## src/rtl/attn_pkg.sv

```systemverilog
// Shared definitions for the attention DMA sequencer: FSM state encoding,
// weight block sizing and default head count.
package attn_pkg;

  typedef enum logic [3:0] {
    S_IDLE,
    S_WK_LD,
    S_K_CMP,
    S_K_XFER,
    S_WQ_LD,
    S_Q_CMP,
    S_Q_XFER,
    S_QK_WAIT,
    S_S_XFER,
    S_SMAX,
    S_DONE,
    S_ERR
  } seq_state_t;

  localparam int DMODEL            = 512;
  localparam int D_K               = 64;
  localparam int CIM_DATA_WIDTH    = 128;
  localparam int NUM_HEADS_DEFAULT = 32;

  function automatic int weight_bytes(input int dmodel, input int dk, input int dw);
    return (dmodel * dk * dw) / 8;
  endfunction

  localparam int WEIGHT_BYTES_DEFAULT = weight_bytes(DMODEL, D_K, CIM_DATA_WIDTH);

  // Phases in which the sequencer is actively waiting on a unit.
  function automatic logic phase_active(input seq_state_t s);
    return !(s inside {S_IDLE, S_DONE, S_ERR});
  endfunction

endpackage

```

## src/rtl/seq_watchdog.sv

```systemverilog
// Per-phase stall counter: cleared on every phase entry, counts waiting
// cycles and flags the cycle in which the count reaches its all-ones limit.
module seq_watchdog #(
  parameter int TIMEOUT_W = 16
) (
  input  logic clk,
  input  logic rst,
  input  logic clr,
  input  logic en,
  output logic expire
);

  localparam logic [TIMEOUT_W-1:0] CNT_MAX  = {TIMEOUT_W{1'b1}};
  localparam logic [TIMEOUT_W-1:0] CNT_LAST = CNT_MAX - TIMEOUT_W'(1);

  logic [TIMEOUT_W-1:0] count_reg;

  // The increment made in the expiring cycle is the one that reaches CNT_MAX.
  assign expire = en && (count_reg == CNT_LAST);

  always_ff @(posedge clk or negedge rst) begin
    if (!rst) begin
      count_reg <= '0;
    end else if (clr) begin
      count_reg <= '0;
    end else if (en && (count_reg != CNT_MAX)) begin
      count_reg <= count_reg + TIMEOUT_W'(1);
    end
  end

endmodule

```

## src/rtl/attn_dma_seq.sv

```systemverilog
// Attention DMA sequencer: walks every head through K load/compute/transfer,
// Q load/compute/transfer, QK score transfer and softmax.
module attn_dma_seq
  import attn_pkg::*;
#(
  parameter int BUS_ADDR_WIDTH = 32,
  parameter int NUM_HEADS      = NUM_HEADS_DEFAULT,
  parameter int HEAD_W         = 5,
  parameter int WEIGHT_BYTES   = WEIGHT_BYTES_DEFAULT,
  parameter int TIMEOUT_W      = 16
) (
  input  logic                      clk,
  input  logic                      rst,
  input  logic                      start,
  input  logic                      abort,
  input  logic [BUS_ADDR_WIDTH-1:0] weight_base,
  input  logic [31:0]               seq_len,
  output logic                      busy,
  output logic                      done,
  output logic                      error,
  output logic [HEAD_W-1:0]         head_idx,
  output logic [BUS_ADDR_WIDTH-1:0] weight_address,
  output logic [31:0]               sequence_length,
  output logic                      en_weight_dma,
  output logic                      en_loadk_dma,
  output logic                      en_loadq_dma,
  output logic                      en_loadscore_dma,
  input  logic                      done_weight_dma,
  input  logic                      done_loadq_dma,
  input  logic                      done_loadscore_dma,
  input  logic                      k_load_done,
  output logic                      cim_start,
  input  logic                      cim_done,
  input  logic                      qk_done,
  output logic                      smax_start,
  input  logic                      smax_done
);

  localparam logic [BUS_ADDR_WIDTH-1:0] WB_C   = BUS_ADDR_WIDTH'(WEIGHT_BYTES);
  localparam logic [HEAD_W-1:0]         H_LAST = HEAD_W'(NUM_HEADS - 1);

  seq_state_t                state_reg, state_next;
  logic [HEAD_W-1:0]         h_reg, h_next;
  logic [BUS_ADDR_WIDTH-1:0] base_reg, base_next;
  logic [BUS_ADDR_WIDTH-1:0] blk_idx;
  logic [BUS_ADDR_WIDTH-1:0] addr_next;
  logic                      launch;
  logic                      wd_clr, wd_en, wd_expire;

  assign launch   = (state_reg == S_IDLE) && start && !abort;
  assign head_idx = h_reg;

  always_comb begin
    state_next = state_reg;
    h_next     = h_reg;
    base_next  = base_reg;
    unique case (state_reg)
      S_IDLE: begin
        if (start) begin
          base_next  = weight_base;
          h_next     = '0;
          state_next = (seq_len == 32'd0) ? S_ERR : S_WK_LD;
        end
      end
      S_WK_LD:   if (done_weight_dma)    state_next = S_K_CMP;
      S_K_CMP:   if (cim_done)           state_next = S_K_XFER;
      S_K_XFER:  if (k_load_done)        state_next = S_WQ_LD;
      S_WQ_LD:   if (done_weight_dma)    state_next = S_Q_CMP;
      S_Q_CMP:   if (cim_done)           state_next = S_Q_XFER;
      S_Q_XFER:  if (done_loadq_dma)     state_next = S_QK_WAIT;
      S_QK_WAIT: if (qk_done)            state_next = S_S_XFER;
      S_S_XFER:  if (done_loadscore_dma) state_next = S_SMAX;
      S_SMAX: begin
        if (smax_done) begin
          if (h_reg == H_LAST) begin
            state_next = S_DONE;
          end else begin
            h_next     = h_reg + HEAD_W'(1);
            state_next = S_WK_LD;
          end
        end
      end
      S_DONE:  state_next = S_IDLE;
      S_ERR:   state_next = S_ERR;
      default: state_next = S_IDLE;
    endcase
    // A completion in the expiring cycle still wins over the timeout.
    if (wd_expire && (state_next == state_reg)) begin
      state_next = S_ERR;
    end
    if (abort) begin
      state_next = S_IDLE;
      h_next     = '0;
    end
  end

  // Weight block index is 2*h for K and 2*h+1 for Q; arithmetic wraps at bus width.
  always_comb begin
    blk_idx   = BUS_ADDR_WIDTH'({h_next, (state_next == S_WQ_LD)});
    addr_next = weight_address;
    if ((state_next == S_WK_LD) || (state_next == S_WQ_LD)) begin
      addr_next = base_next + blk_idx * WB_C;
    end
  end

  assign wd_clr = (state_next != state_reg);
  assign wd_en  = phase_active(state_reg);

  seq_watchdog #(
    .TIMEOUT_W (TIMEOUT_W)
  ) u_watchdog (
    .clk    (clk),
    .rst    (rst),
    .clr    (wd_clr),
    .en     (wd_en),
    .expire (wd_expire)
  );

  always_ff @(posedge clk or negedge rst) begin
    if (!rst) begin
      state_reg <= S_IDLE;
      h_reg     <= '0;
      base_reg  <= '0;
    end else begin
      state_reg <= state_next;
      h_reg     <= h_next;
      base_reg  <= base_next;
    end
  end

  // Outputs are decoded from the next state so they change on the transition edge.
  always_ff @(posedge clk or negedge rst) begin
    if (!rst) begin
      busy             <= 1'b0;
      done             <= 1'b0;
      error            <= 1'b0;
      weight_address   <= '0;
      sequence_length  <= '0;
      en_weight_dma    <= 1'b0;
      en_loadk_dma     <= 1'b0;
      en_loadq_dma     <= 1'b0;
      en_loadscore_dma <= 1'b0;
      cim_start        <= 1'b0;
      smax_start       <= 1'b0;
    end else begin
      if (launch) begin
        sequence_length <= seq_len;
      end
      busy             <= phase_active(state_next);
      done             <= (state_next == S_DONE);
      error            <= (state_next == S_ERR);
      weight_address   <= addr_next;
      en_weight_dma    <= (state_next == S_WK_LD) || (state_next == S_WQ_LD);
      en_loadk_dma     <= (state_next == S_K_XFER);
      en_loadq_dma     <= (state_next == S_Q_XFER);
      en_loadscore_dma <= (state_next == S_S_XFER);
      cim_start        <= ((state_next == S_K_CMP) || (state_next == S_Q_CMP)) &&
                          (state_next != state_reg);
      smax_start       <= (state_next == S_SMAX) && (state_reg != S_SMAX);
    end
  end

endmodule
```

## config.mk

```make
export PLATFORM = sky130hd
export DESIGN_NAME = attn_dma_seq
export DESIGN_NICKNAME = d
export VERILOG_FILES = /design/src/rtl/attn_pkg.sv /design/src/rtl/seq_watchdog.sv /design/src/rtl/attn_dma_seq.sv
export SDC_FILE = /design/constraint.sdc
export NUM_CORES = 1
export LEC_CHECK = 0
export ABC_AREA = 1
export ABC_CLOCK_PERIOD_IN_PS = 3800
export CORE_ASPECT_RATIO = 1.25
export CORE_MARGIN = 1
export CORE_UTILIZATION = 50
export DETAILED_ROUTE_END_ITERATION = 12
export GPL_ROUTABILITY_DRIVEN = 0
export PLACE_DENSITY = 0.79
export SETUP_SLACK_MARGIN = 0.1
export SLEW_MARGIN = 40
export SYNTH_ARGS = -nofsm -noshare
export SYNTH_HDL_FRONTEND = slang
export SYNTH_SLANG_ARGS = --single-unit
```

## constraint.sdc

```tcl
create_clock -name clk -period 3.8 [get_ports clk]
set_input_delay 0.57 -clock clk [delete_from_list [all_inputs] [get_ports clk]]
set_output_delay 0.57 -clock clk [all_outputs]
set_load 0.1 [all_outputs]
```

==> impl_metrics.prom <==
# TYPE chip_impl_metric gauge
chip_impl_info{name="run_status",value="complete, no violations"} 1
chip_impl_metric{name="clk_path_buf_depth",unit=""} 2
chip_impl_metric{name="stdcell_count",unit=""} 1051
chip_impl_metric{name="cts.clk_slew.worst_paths",unit="ps"} 60
chip_impl_metric{name="clock_insertion_delay_worst_skew",unit="ps"} 420
chip_impl_metric{name="pin_count",unit=""} 153
chip_impl_metric{name="leakage",unit="nW"} 4.20
chip_impl_metric{name="slew_headroom",unit=""} 0.535
chip_impl_metric{name="combinational_power_share",unit=""} 0.474
chip_impl_metric{name="routedWlPerCell",unit="um"} 15.1
chip_impl_metric{name="setup_viol",unit=""} 0
chip_impl_metric{name="via_count",unit=""} 5344
chip_impl_info{name="critical_path.endpoint_type",value="register"} 1
chip_impl_metric{name="ant_nets",unit=""} 0
chip_impl_metric{name="num_rows",unit=""} 45
chip_impl_metric{name="seqPwrFrac",unit=""} 0.292
chip_impl_metric{name="drive_above_1_share",unit=""} 0.263
chip_impl_metric{name="timing.final.max_slew_violations",unit=""} 0
chip_impl_metric{name="filler_cell_count",unit=""} 990
chip_impl_metric{name="critPathRequiredTime",unit="ps"} 4150
chip_impl_metric{name="ys_types",unit=""} 37
chip_impl_metric{name="power.clock.fraction",unit=""} 0.235
chip_impl_metric{name="drc",unit=""} 0
chip_impl_metric{name="yosysSeqAreaShare",unit=""} 0.520
chip_impl_metric{name="ys.warnings.count",unit=""} 0
chip_impl_info{name="clock_tree_from_tritoncts",value="yes"} 1
chip_impl_metric{name="first_iter_violations",unit=""} 228
chip_impl_metric{name="initial_antenna_violation_count",unit=""} 0
chip_impl_metric{name="async_reset_ff_frac",unit=""} 1.00
chip_impl_metric{name="global_route.overflow_total",unit=""} 0
chip_impl_metric{name="syn_to_final_growth",unit="%"} 33.2
chip_impl_info{name="grt_setup_unrepaired",value="no"} 1
chip_impl_info{name="synth.largest_area_cell",value="sky130_fd_sc_hd__dfrtp_1"} 1
chip_impl_metric{name="syn_avg_cell_area",unit="sq um"} 8.98
chip_impl_metric{name="cts_htree_levels",unit=""} 4
chip_impl_metric{name="timing_worst_slew_pin_value",unit="ps"} 697
chip_impl_metric{name="placed_instances",unit=""} 1009
chip_impl_metric{name="netlist_instances",unit=""} 696
chip_impl_metric{name="die_w",unit="um"} 102
chip_impl_metric{name="numCtsBuffers",unit=""} 17
chip_impl_metric{name="power_density",unit="nW/um^2"} 787
chip_impl_metric{name="cp.arrival",unit="ps"} 3840
chip_impl_metric{name="synth_fp_nets",unit=""} 781
chip_impl_metric{name="grt_util_all_layers",unit=""} 0.256
chip_impl_metric{name="synth-seq-cells",unit=""} 130
chip_impl_metric{name="largest_stage_delay_worst_path",unit="ps"} 500
chip_impl_info{name="yosys_most_used_dff",value="sky130_fd_sc_hd__dfrtp_1"} 1
chip_impl_metric{name="postLayoutSetupSlackWorst",unit="ps"} 311
chip_impl_info{name="startpoint_type_of_the_worst_setup_path",value="register"} 1
chip_impl_info{name="cts_root_buf",value="sky130_fd_sc_hd__clkbuf_16"} 1
chip_impl_metric{name="die_area",unit="sq um"} 13000
chip_impl_metric{name="dp_hpwl",unit="um"} 11300
chip_impl_metric{name="synth.cell_area",unit="sq um"} 6250
chip_impl_metric{name="p_sw",unit="mW"} 3.35
chip_impl_info{name="critical_path_cell_by_cell",value="ha_4, nand2_1, nor2_4, nand2_2, a21oi_4, nor2_2, nand3_2, nand2_4, nor2_2, nor2_4, nand3_2, inv_1, ha_2, inv_1, fa_2, nor2_2, a211oi_1, o21ai_1, nand2_1, nor2_2, buf_4, xor2_1, nand2_1, nand2_1"} 1
chip_impl_metric{name="port_buffers",unit=""} 152
chip_impl_metric{name="cellInternalPower",unit="mW"} 3.21
chip_impl_metric{name="start_util",unit=""} 0.514
chip_impl_metric{name="vdd_ir_drop_max",unit="mV"} 0.740
chip_impl_info{name="yosys.cell_count.top_type",value="sky130_fd_sc_hd__nand2_1"} 1
chip_impl_metric{name="routed_wl",unit="um"} 15800
chip_impl_info{name="hold_path.class",value="in2async"} 1
chip_impl_metric{name="first_global_vias",unit=""} 5427
chip_impl_metric{name="period_minus_slack",unit="ps"} 3490
chip_impl_info{name="worst_path_max_delay_cell",value="sky130_fd_sc_hd__dfrtp_4"} 1
chip_impl_metric{name="final_setup_skew",unit="ps"} 8.92
chip_impl_metric{name="synth_edf_count",unit=""} 0
chip_impl_metric{name="path_buf_inv",unit=""} 3
chip_impl_metric{name="nNetsFinal",unit=""} 960
chip_impl_metric{name="first_pass_grt_wire_length",unit="um"} 25500
chip_impl_metric{name="whs",unit="ps"} 178
chip_impl_metric{name="grt_max_degree",unit=""} 77
chip_impl_info{name="path_class",value="reg2reg"} 1
chip_impl_metric{name="placeable_core_area",unit="sq um"} 12200
chip_impl_metric{name="finalHoldViolations",unit=""} 0
chip_impl_metric{name="drt-vias-per-instance",unit=""} 5.08
chip_impl_metric{name="placement.setup.worst_slack",unit="ps"} -121
chip_impl_metric{name="detailedRoute.firstPassIterationCount",unit=""} 4
chip_impl_metric{name="cts.sinks",unit=""} 130
chip_impl_metric{name="switching_share",unit=""} 0.511
chip_impl_metric{name="setup_total_negative_slack",unit="ps"} 0
chip_impl_metric{name="max_capacitance_violation_count",unit=""} 0
chip_impl_info{name="top_post_synthesis_cells_by_area",value="sky130_fd_sc_hd__dfrtp_1, sky130_fd_sc_hd__nand2_1, sky130_fd_sc_hd__mux2_2"} 1
chip_impl_metric{name="synth_top_area_share",unit=""} 0.520
chip_impl_info{name="most_instantiated_cells_after_synthesis",value="sky130_fd_sc_hd__nand2_1, sky130_fd_sc_hd__dfrtp_1, sky130_fd_sc_hd__nor2_1"} 1
chip_impl_info{name="critPathTopFamily",value="simple AND/OR/NAND/NOR gates"} 1
chip_impl_metric{name="insertedDiodeCount",unit=""} 0
chip_impl_metric{name="die_h",unit="um"} 127
chip_impl_metric{name="maximum_clock_frequency",unit="GHz"} 0.287
chip_impl_metric{name="detailed_place.area",unit="sq um"} 7650
chip_impl_metric{name="finalCritPeriodShare",unit=""} 0.918
chip_impl_metric{name="layout.cell_area.non_filler",unit="sq um"} 8330
chip_impl_metric{name="worstPathMaxFanout",unit=""} 5
stage by stage:
stage	total power, mW	utilization
after global placement	5.25	0.661
after detailed placement	5.02	0.629
after floorplan	4.42	-
final	6.56	0.685
after global routing	6.81	0.685
after CTS	6.58	0.676
cell families after synthesis:
logic type / count (synthesis) / synth area share
multiplexers: 33 / 0.0592
AND/OR/NAND/NOR: 410 / 0.290
XOR/XNOR: 25 / 0.0350
buffers and inverters: 63 / 0.0424
flip-flops: 130 / 0.520
adder cells (fa/ha/maj): 10 / 0.0212
AO/OA/AOI/OAI: 25 / 0.0316
layout make-up:
class                           instances  area (sq um)  area share
Clock buffer                           19           453      0.0544
Multi-Input combinational cell        503          2770       0.333
Timing Repair Buffer                  181          1360       0.164
Inverter                               42           160      0.0192
Sequential cell                       130          3270       0.392
Clock inverter                         12           109      0.0131
Tap cell                              164           205      0.0246
power groups by stage:
stage | combinational [mW] | clock, mW | sequential, mW
after floorplan | 0.594 | 0 | 3.83
after global placement | 3.32 | 0 | 1.93
after detailed placement | 3.10 | 0 | 1.93
after CTS | 3.11 | 1.55 | 1.91
after global routing | 3.24 | 1.62 | 1.95
final | 3.11 | 1.54 | 1.91
per-layer routing:
| metal | vias to the layer above | track usage | wire [um] |
|---|---|---|---|
| li1 | 2591 | - | - |
| met1 | 2533 | 0.298 | 6340 |
| met2 | 177 | 0.446 | 8240 |
| met3 | 43 | 0.0542 | 733 |
| met4 | 0 | 0.118 | 533 |
| met5 | - | 0 | 0 |
final timing paths:
check / startpoint / to / slack, ps / depth (start not counted)
min in group clk: base_reg[16]$_DFF_PN0_ / base_reg[16]$_DFF_PN0_ / 480 / 2
max reg2reg: head_idx[1]$_DFF_PN0_ / weight_address[29]$_DFFE_PN0P_ / 310 / 24
min: rst / sequence_length[17]$_DFFE_PN0P_ / 180 / 1
max: head_idx[1]$_DFF_PN0_ / weight_address[29]$_DFFE_PN0P_ / 310 / 24
min reg2reg: base_reg[16]$_DFF_PN0_ / base_reg[16]$_DFF_PN0_ / 480 / 2
max in group asynchronous: rst / state_reg[3]$_DFF_PN0_ / 2840 / 2
placed cells by master (no fill, tap or decap), types with 13 or more instances in the layout:
master                            netlist  routed
sky130_fd_sc_hd__xor2_1                13      13
sky130_fd_sc_hd__mux2_2                32      32
sky130_fd_sc_hd__nand4_1               13      13
sky130_fd_sc_hd__nor2_2                15      17
sky130_fd_sc_hd__nand2_1              236     235
sky130_fd_sc_hd__clkdlybuf4s50_1        0      73
sky130_fd_sc_hd__buf_2                  8      78
sky130_fd_sc_hd__nand3_1               54      53
sky130_fd_sc_hd__inv_1                 37      36
sky130_fd_sc_hd__buf_4                  3      28
sky130_fd_sc_hd__dfrtp_1              130     122
sky130_fd_sc_hd__clkbuf_16              0      17
sky130_fd_sc_hd__nor2_1                63      60
repair_timing:
| action | CTS | global route |
|---|---|---|
| endpoints found under the setup margin | 0 | 3 |
| buffers inserted | 0 | 11 |
| hold buffers | 0 | 0 |
| gates resized for setup | 0 | 12 |
No activity file was read; power rests on OpenSTA's default activity.
